==> config.mk <==
export PLATFORM = sky130hd
export DESIGN_NAME = time_set_core
export DESIGN_NICKNAME = d
export VERILOG_FILES = /design/src/rtl/time_set_core.sv
export SDC_FILE = /design/constraint.sdc
export NUM_CORES = 1
export LEC_CHECK = 0
export ABC_AREA = 1
export CAP_MARGIN = 20
export CORE_MARGIN = 2
export CORE_UTILIZATION = 35
export DETAILED_ROUTE_END_ITERATION = 7
export GPL_ROUTABILITY_DRIVEN = 1
export PLACE_DENSITY = 0.51
export SETUP_SLACK_MARGIN = 0.1
export SYNTH_ARGS = -nofsm -noshare
export SYNTH_HDL_FRONTEND = slang
export SYNTH_SLANG_ARGS = --single-unit
==> constraint.sdc <==
create_clock -name CLOCK_50 -period 3.77 [get_ports CLOCK_50]
set_clock_uncertainty 0.15 [all_clocks]
set_input_delay 0.754 -clock CLOCK_50 [delete_from_list [all_inputs] [get_ports CLOCK_50]]
set_output_delay 0.754 -clock CLOCK_50 [all_outputs]
set_load 0.05 [all_outputs]
==> src/rtl/time_set_core.sv <==
// BCD time-of-day and weekday keeper: counts seconds in run mode, applies
// per-digit edits in adjust mode and drives the digit blink mask.
module time_set_core #(
  parameter int TICK_DIV  = 50000000,
  parameter int BLINK_DIV = 12500000
) (
  input  logic       CLOCK_50,
  input  logic       rst,
  input  logic       adjust,
  input  logic [3:0] select,
  input  logic       add,
  input  logic       clr,
  input  logic       adjust_week,
  input  logic       add_week,
  output logic [7:0] sec,
  output logic [7:0] min,
  output logic [7:0] hour,
  output logic [2:0] week,
  output logic       tick_1hz,
  output logic [5:0] blink_mask
);

  localparam int PW = (TICK_DIV > 1) ? $clog2(TICK_DIV) : 1;
  localparam int BW = (BLINK_DIV > 1) ? $clog2(BLINK_DIV) : 1;
  localparam logic [PW-1:0] TICK_LAST  = PW'(TICK_DIV - 1);
  localparam logic [BW-1:0] BLINK_LAST = BW'(BLINK_DIV - 1);

  logic [PW-1:0] presc;
  logic [BW-1:0] blink_cnt;
  logic          blink_phase;
  logic          add_d, add_week_d;
  logic          add_rise, add_week_rise;
  logic          tick_now, midnight, week_inc;
  logic [7:0]    sec_n, min_n, hour_n;
  logic [2:0]    week_n;
  logic [3:0]    week_sum;

  function automatic logic [3:0] wrap_inc(input logic [3:0] v, input logic [3:0] top);
    return (v >= top) ? 4'd0 : v + 4'd1;
  endfunction

  function automatic logic [7:0] bcd_inc60(input logic [7:0] v);
    if (v[3:0] != 4'd9)      return {v[7:4], v[3:0] + 4'd1};
    else if (v[7:4] != 4'd5) return {v[7:4] + 4'd1, 4'd0};
    else                     return 8'h00;
  endfunction

  assign add_rise      = add & ~add_d;
  assign add_week_rise = add_week & ~add_week_d;
  assign tick_now      = adjust && (presc == TICK_LAST);
  assign week_inc      = adjust_week && add_week_rise;

  always_comb begin
    sec_n    = sec;
    min_n    = min;
    hour_n   = hour;
    midnight = 1'b0;
    if (tick_now) begin
      sec_n = bcd_inc60(sec);
      if (sec == 8'h59) begin
        min_n = bcd_inc60(min);
        if (min == 8'h59) begin
          if (hour == 8'h23) begin
            hour_n   = 8'h00;
            midnight = 1'b1;
          end else if (hour[3:0] == 4'd9) begin
            hour_n = {hour[7:4] + 4'd1, 4'd0};
          end else begin
            hour_n = {hour[7:4], hour[3:0] + 4'd1};
          end
        end
      end
    end else if (!adjust && (select < 4'd6) && (clr || add_rise)) begin
      // clr wins over add; edits never carry into the neighbouring digit
      case (select)
        4'd0: sec_n[3:0]  = clr ? 4'd0 : wrap_inc(sec[3:0], 4'd9);
        4'd1: sec_n[7:4]  = clr ? 4'd0 : wrap_inc(sec[7:4], 4'd5);
        4'd2: min_n[3:0]  = clr ? 4'd0 : wrap_inc(min[3:0], 4'd9);
        4'd3: min_n[7:4]  = clr ? 4'd0 : wrap_inc(min[7:4], 4'd5);
        4'd4: hour_n[3:0] = clr ? 4'd0 :
                            wrap_inc(hour[3:0], (hour[7:4] == 4'd2) ? 4'd3 : 4'd9);
        4'd5: begin
          if (clr || hour[7:4] == 4'd2) begin
            hour_n[7:4] = 4'd0;
          end else begin
            hour_n[7:4] = hour[7:4] + 4'd1;
            // entering the 20s must not leave hours above 23
            if (hour[7:4] == 4'd1 && hour[3:0] > 4'd3) hour_n[3:0] = 4'd3;
          end
        end
        default: ;
      endcase
    end
    week_sum = {1'b0, week} + {3'b000, midnight} + {3'b000, week_inc};
    week_n   = (week_sum >= 4'd7) ? 3'(week_sum - 4'd7) : week_sum[2:0];
  end

  always_ff @(posedge CLOCK_50) begin
    if (rst) begin
      sec         <= 8'h00;
      min         <= 8'h00;
      hour        <= 8'h00;
      week        <= 3'd0;
      tick_1hz    <= 1'b0;
      blink_mask  <= 6'd0;
      presc       <= '0;
      blink_cnt   <= '0;
      blink_phase <= 1'b0;
      add_d       <= 1'b0;
      add_week_d  <= 1'b0;
    end else begin
      add_d      <= add;
      add_week_d <= add_week;
      sec        <= sec_n;
      min        <= min_n;
      hour       <= hour_n;
      week       <= week_n;
      tick_1hz   <= tick_now;
      if (adjust) begin
        presc       <= tick_now ? '0 : presc + PW'(1);
        blink_cnt   <= '0;
        blink_phase <= 1'b0;
        blink_mask  <= 6'd0;
      end else begin
        // partial second is discarded so the next run second is full length
        presc <= '0;
        if (blink_cnt == BLINK_LAST) begin
          blink_cnt   <= '0;
          blink_phase <= ~blink_phase;
        end else begin
          blink_cnt <= blink_cnt + BW'(1);
        end
        blink_mask <= (select < 4'd6) ? (6'(blink_phase) << select) : 6'd0;
      end
    end
  end

endmodule

Yosys cells after proc, flatten, opt, wreduce, memory -nomap -nowiden:

Cells that the tools add are included.

* bits in registers: 87
* output and inout bits: 34

* $add $sub $neg: 11
* muxes and demuxes: 40
* equal/unequal tests: 24
* reduce and logical (&&, ||, !) cells: 26
* shifts and indexed selects: 1
* bitwise operators: 7
* $lt $le $gt $ge: 8

Operator list (number)
* 8-bit 2-to-1 mux: 15
* 4-bit 2-to-1 mux: 19
* 26-bit by 1-bit adder with 26-bit output (second input constant): 1
* 26-bit == test (second input constant): 1
* 24-bit by 1-bit adder with 24-bit output (second input constant): 1
* 4-bit by 1-bit adder with 4-bit output (second input constant): 6
* 24-bit == test (second input constant): 1
* 8-bit by 7-bit == test with 1-bit output (second input constant): 2
* 4-bit by 2-bit == test with 1-bit output (second input constant): 3
* 4-bit by 3-bit >= comparator with 1-bit output (second input constant): 3
* 2-bit nonzero test: 6
* 3-bit OR reduction: 3
* 4-bit by 1-bit == test with 1-bit output (second input constant): 2
* 4-bit by 3-bit == test with 1-bit output (second input constant): 2
* 8-bit by 6-bit == test with 1-bit output (second input constant): 1
* 4-bit >= comparator (second input constant): 2
* 4-bit by 3-bit inequality test with 1-bit output (second input constant): 2
* 4-bit inequality test (second input constant): 2
* 4-bit case mux with 2 select lines: 1
* 3-bit inequality test (second input constant): 2
* 3-bit AND reduction: 2
* 6-bit AND reduction: 1
* 1-bit by 4-bit << shifter with 6-bit output: 1
* 1-bit logical AND: 5
* 22 further kinds: 33

Depth between registers and ports, before layout:

* depth in word-level cells: 9
* mapped depth: 15
* depth with buffers taken out: 15

Worst setup path after synthesis:

No wires, ideal clock.

* kind: register -> register
* from: reg hour[4]
* to: reg week[0]
* arrival: 2.644 ns
* path buffers: 0
* cell stages (with the launch flop): 14
* data required time: 3.501 ns
* path slack: 0.857 ns
* clock period less this slack: 2.913 ns
* cell sequence: dfxtp_1 > inv_1 > ha_1 > nand3_1 > inv_1 > nand3_1 > nor3_1 > fa_1 > ha_1 > ha_1 > nand2_1 > nand2_1 > o21ai_0 > a21oi_1

* longest elaborated chain between the ends: 9
* elaborated cells on any way between the ends: 10
* those cells by class: add/sub (3); order compare (1); eq/ne (1); mux (5)

RTL lines
* start, declared: line 17 `output logic [7:0] hour,`
* start signal, assigned: line 116 `hour <= hour_n;`
* 8-bit by 6-bit == test with 1-bit output (*): line 63 `if (hour == 8'h23) begin`
* 1-bit 2-to-1 mux (*): line 63
* 1-bit 2-to-1 mux (*): line 62 `if (min == 8'h59) begin`
* 1-bit 2-to-1 mux (*): line 60 `if (sec == 8'h59) begin`
* 1-bit 2-to-1 mux (*): line 58 `if (tick_now) begin`
* 3-bit by 1-bit adder with 4-bit output (*): line 94 `week_sum = {1'b0, week} + {3'b000, midnight} + {3'b000, week_inc};`
* 4-bit by 1-bit adder with 4-bit output (*): line 94
* 4-bit by 3-bit >= comparator with 1-bit output / 3-bit subtractor (equally long branches): line 95 `week_n = (week_sum >= 4'd7) ? 3'(week_sum - 4'd7) : week_sum[2:0];`
* 3-bit 2-to-1 mux (*): line 95
* end signal, assigned: line 117 `week <= week_n;`
* end, declared: line 18 `output logic [2:0] week,`

Every way passes the cells marked *; elsewhere a longest branch is shown, timed or not.
A chain may end at the register's enable or synchronous reset.

Worst setup path in the final report:

* from: in adjust
* to: reg week[0]

* longest elaborated chain between the ends: 6
* elaborated cells on any way between the ends: 7
* those cells by class: add/sub (3); order compare (1); mux (2); reduce/logical (1)

RTL lines
* start, declared: line 9 `input logic adjust,`
* 1-bit logical AND (*): line 50 `assign tick_now = adjust && (presc == TICK_LAST);`
* 1-bit 2-to-1 mux (*): line 58
* 3-bit by 1-bit adder with 4-bit output (*): line 94
* 4-bit by 1-bit adder with 4-bit output (*): line 94
* 4-bit by 3-bit >= comparator with 1-bit output / 3-bit subtractor (equally long branches): line 95
* 3-bit 2-to-1 mux (*): line 95

Marks and branches as above.

==> metrics <==
status=finished, final reports clean; wire length on met1=6.26 mm; CTS Root Cell=clkbuf_16; Reg clk slew, reported paths=0.07 ns; Max Fclk=316 MHz; GP Congestion=0.829; CP Max Fanout=6; layout cells sized above 1=9.34%; RSZ-0062 raised after global routing=false; Final period util=84.0%; slowest stage cell, crit path=clkdlybuf4s50_1; Pre-Repair DR Iteration Count=5; Leak=0.00241 uW; WL met3=435 um; power per cell area=344 nW/um^2; Max Root-Sink Buffers=2; # resized after CTS=0; sequential area share after synthesis=33.3%; Setup TNS Final=0 ns; CP startpoint kind=input pin; wire length per cell=12.9 um; Buffers on Ports=44; Fill cells=1528; Netlist cell types=42; H-tree levels=3; Post-Syn Instances=772; Setup Fix Bufs, Post-CTS=0; most common cell after layout, fill and taps aside=nand2_1; CTS Buf Count=9; number of DRC markers in iteration 0=312; routed wire length=13.0 mm; pin count of the biggest net entering global routing=27; Syn Area/Cell=6.77 um^2; Power, Total=2140 uW; drt drc=0; WP data arrival=3.26 ns; core region area=14500 um^2; DIE AREA=15900 um^2; critical path cell sequence=clkdlybuf4s50_1, nand2_1, nor2_1, nand3_2, nor2_8, nand2_4, nor3_1, fa_1, ha_1, nand2_1, nand2_1, o21ai_0, a21oi_1; Worst-Margin Slew=0.795 ns; ANT nets after route=0; Worst VDD drop=0.200 mV; Top Metal Used=met4; initial antenna violation count=0; fin nets=854; vias in the first global route=4758; CP Data Required Time=3.86 ns; worst skew pair latency=0.35 ns; CTS tree=done; cell count along the critical path=13; DP HPWL=9.85 mm; syn nets=807; Die X=126 um; post-route design area=6220 um^2; R2R depth=13; hold_ws=0.300 ns; Slew HR=46.9%; cts hold-fix bufs=0; critical path endpoint category=flop; I/O Pins=45; Die Ht=126 um; Crit Path Class=in2reg; delay-heaviest family, CP=simple AND/OR/NAND/NOR gates; via count=4928; Largest stage delay, worst path=0.53 ns; Min-Delay Path Class=reg2reg; Placed Instances=992; row cnt=44; Placed Area=5850 um^2; final std cells w/o fill=1008; final hold violations=0; global-route usage over all layers=17.0%; crit path buf inv count=1; Met2 Wirelength=6.06 mm; Yosys reg bits=87; commonest non-fill, non-tap cells in the layout=nand2_1, nor2_1, inv_1; first-pass GRT wire length=22.2 mm; synthesized cell area=5230 um^2; area growth from synthesis to layout=19.0%; Avg Vias per Cell=4.89; hold path cells=1; Ys Warns=0; Final setup viols=0; post-route minimum period=3.17 ns; Starting Density=36.0%; number of clock sinks=87; CP most frequent cell=nand2_1; number of inserted diodes=0; Max Slew Vio Count=0; gr ovfl total=0; max-cap violation count=0
## Yosys cell counts, drive strengths merged
master / n / share of area (%)
nand2: 189 / 15
o211a: 1 / 0.19
o21a: 4 / 0.57
fa: 1 / 0.38
or2: 13 / 1.6
a21oi: 50 / 5.0
nor4: 6 / 0.72
o21bai: 2 / 0.29
dfxtp: 87 / 33
nand4: 13 / 1.6
a211oi: 2 / 0.29
xnor2: 8 / 1.3
inv: 97 / 7.0
nor2: 118 / 9.3
clkinv: 1 / 0.096
nor3b: 6 / 0.86
nand3b: 4 / 0.57
o211ai: 4 / 0.57
xor2: 13 / 2.2
buf: 9 / 1.2
nand3: 59 / 6.6
clkbuf: 3 / 0.22
o21ai: 22 / 2.2
ha: 23 / 5.5
nor3: 36 / 3.8
a21boi: 1 / 0.14
## report_power, final
part	switching (uW)	leakage (uW)	internal, uW
clock network	399	0.000180	717
registers	4.60	0.000702	924
logic	61.8	0.00152	33.3
total	466	0.00241	1670
## cell families after synthesis
logic type               share of synthesized area, %
AO/OA/AOI/OAI                                    9.24
XOR/XNOR                                         3.52
adder cells (fa/ha/maj)                          5.89
buffers and inverters                            8.50
flip-flops                                       33.3
AND/OR/NAND/NOR                                  39.5
## flip-flops by register name (all words and copies together), names as in the netlist
name         count
add_d            1
add_week_d       1
blink_cnt       24
blink_mask       6
blink_phase      1
hour             8
min              8
presc           26
sec              8
tick_1hz         1
week             3
## worst paths after layout
check / startpoint / endpoint / slack (ns)
min: blink_cnt[0] / blink_cnt[0] / 0.30
max: adjust / week[0] / 0.60
min reg2reg: blink_cnt[0] / blink_cnt[0] / 0.30
max reg2reg: presc[0] / week[0] / 0.85
## per-stage QoR
| step | utilization (%) | worst slack, ns |
|---|---|---|
| 2_1_floorplan | - | 0.857 |
| 5_1_grt | 42.8 | 0.366 |
| 6_report | 42.8 | 0.604 |
| 3_5_place_dp | 40.3 | 0.212 |
| 4_1_cts | 42.8 | 0.578 |
| 3_3_place_gp | 40.3 | 0.305 |
## per-layer routing
metal | GRT usage (%) | vias to the layer above
met2 | 28.0 | 76
met5 | 0 | -
met1 | 21.8 | 2249
li1 | - | 2583
met4 | 6.33 | 0
met3 | 3.70 | 20
## final cells by class
cell class	instances	area (um^2)	share of cell area, %
multi-input cells	575	3040	48.9
flip-flops and latches	87	1740	28.0
repair buffers	48	470	7.57
inverters	98	369	5.94
well taps	184	230	3.70
clock buffers	9	225	3.62
clock inverters	7	143	2.29
Power figures use the tool's default switching activity.
==> edit (same flow settings) <==
Change the parameter `TICK_DIV` from 50000000 to 25000000.
--- a/src/rtl/time_set_core.sv
+++ b/src/rtl/time_set_core.sv
@@ -2,5 +2,5 @@
 // per-digit edits in adjust mode and drives the digit blink mask.
 module time_set_core #(
-  parameter int TICK_DIV  = 50000000,
+  parameter int TICK_DIV  = 25000000,
   parameter int BLINK_DIV = 12500000
 ) (
Behaviour: no difference found for any inputs over 10 cycles, from zero or initial values and one cycle with rst high; that may be too few to reach the edited logic, so the function may still have changed.
==> edit against the unedited design <==
- via count fell by 0.45%
- cell count fell by 0.79%
- worst setup slack worse by 38 ps
- utilization shrank 0.71 points
- wire length grew 0.40%
- combinational power down 9.1%
- cell area down 2.4%
- global-route usage increased by 0.12 points
- area after synthesis is 2.0% lower
- total power is 9.7% lower
- sequential cell count down 1
- critical endpoint is now week[2]
==> edit: results (changes against the unedited design) <==
- Multi-input combinational cell area: 2960 sq um (was 3040 sq um)
- Filler Cells Inserted: 1507 (was 1528)
- Gr usage total: 17.1% (was 17.0%)
- First-pass DRT Iterations: 4 (was 5)
- Post-Synth Adder-Cell Area: 6.01% (was 5.89%)
- Routed via count: 4906 (was 4928)
- Outcome: complete, no violations (unchanged)
- Crit path DAT: 3280 ps (was 3260 ps)
- Regs by FF count: presc (25), blink_cnt (24) (was presc (26), blink_cnt (24))
- Leakage: 0.00235 uW (was 0.00241 uW)
- XOR/XNOR Fraction of Synth Area: 3.59% (was 3.52%)
- R2R setup slack: 800 ps (was 850 ps)
- Nets@finish: 846 (was 854)
- Synth Instances: 762 (was 772)
- Synth top cells by count: nand2_1, nor2_1, dfxtp_1 (was nand2_1, nor2_1, inv_1)
- DR iter-0 viols: 295 (was 312)
- First-pass GRT wire length: 22400 um (was 22200 um)
- Pre-CTS setup slack: 236 ps (was 212 ps)
- Top post-synthesis cells by area: dfxtp_1, nand2_1, nor2_1 (unchanged)
- Vias in the first global route: 4836 (was 4758)
- Hold wc startpoint: presc[0] (was blink_cnt[0])
- Placer Congestion: 0.866 (was 0.829)
- Worst-Margin Slew: 567 ps (was 795 ps)
- DP Cell Count: 984 (was 992)
- FF-to-FF End: week[2] (was week[0])
- Synth unique cells: 40 (was 42)
- Peak supply drop: 209 uV (was 200 uV)
- Peak Freq: 312 MHz (was 316 MHz)
- Post-Syn Nets: 797 (was 807)
==> edit: metal layers <==
metal | global-route usage [%] | up-vias | share of wire [%]
met5 | 0 | - | 0
met4 | 4.64 | 0 | 0.50
met3 | 3.64 | 4 | 3.6
met2 | 28.5 | 83 | 46
met1 | 22.5 | 2258 | 50
li1 | - | 2561 | -
==> edit: final cells by class <==
| class | count | area share [%] |
|---|---|---|
| multi-input combinational | 565 | 48.8 |
| sequential | 86 | 28.4 |
| timing repair buffer | 47 | 7.63 |
| inverter | 102 | 6.35 |
| clock buffer | 11 | 4.16 |
| tap | 184 | 3.79 |
| clock inverter | 5 | 0.948 |
==> edit: report_power, final <==
part           total, uW  switching (uW)  internal (uW)
Sequential           918            4.32            914
Clock                928             378            550
Combinational       86.4            56.3           30.1
Total               1930             439           1490
==> edit: critical path: cells and delay by family <==
family	cells	cell delay, ps
compound gates	2	310
fa+ha+maj	2	730
buf+inv	3	660
simple gates	6	810
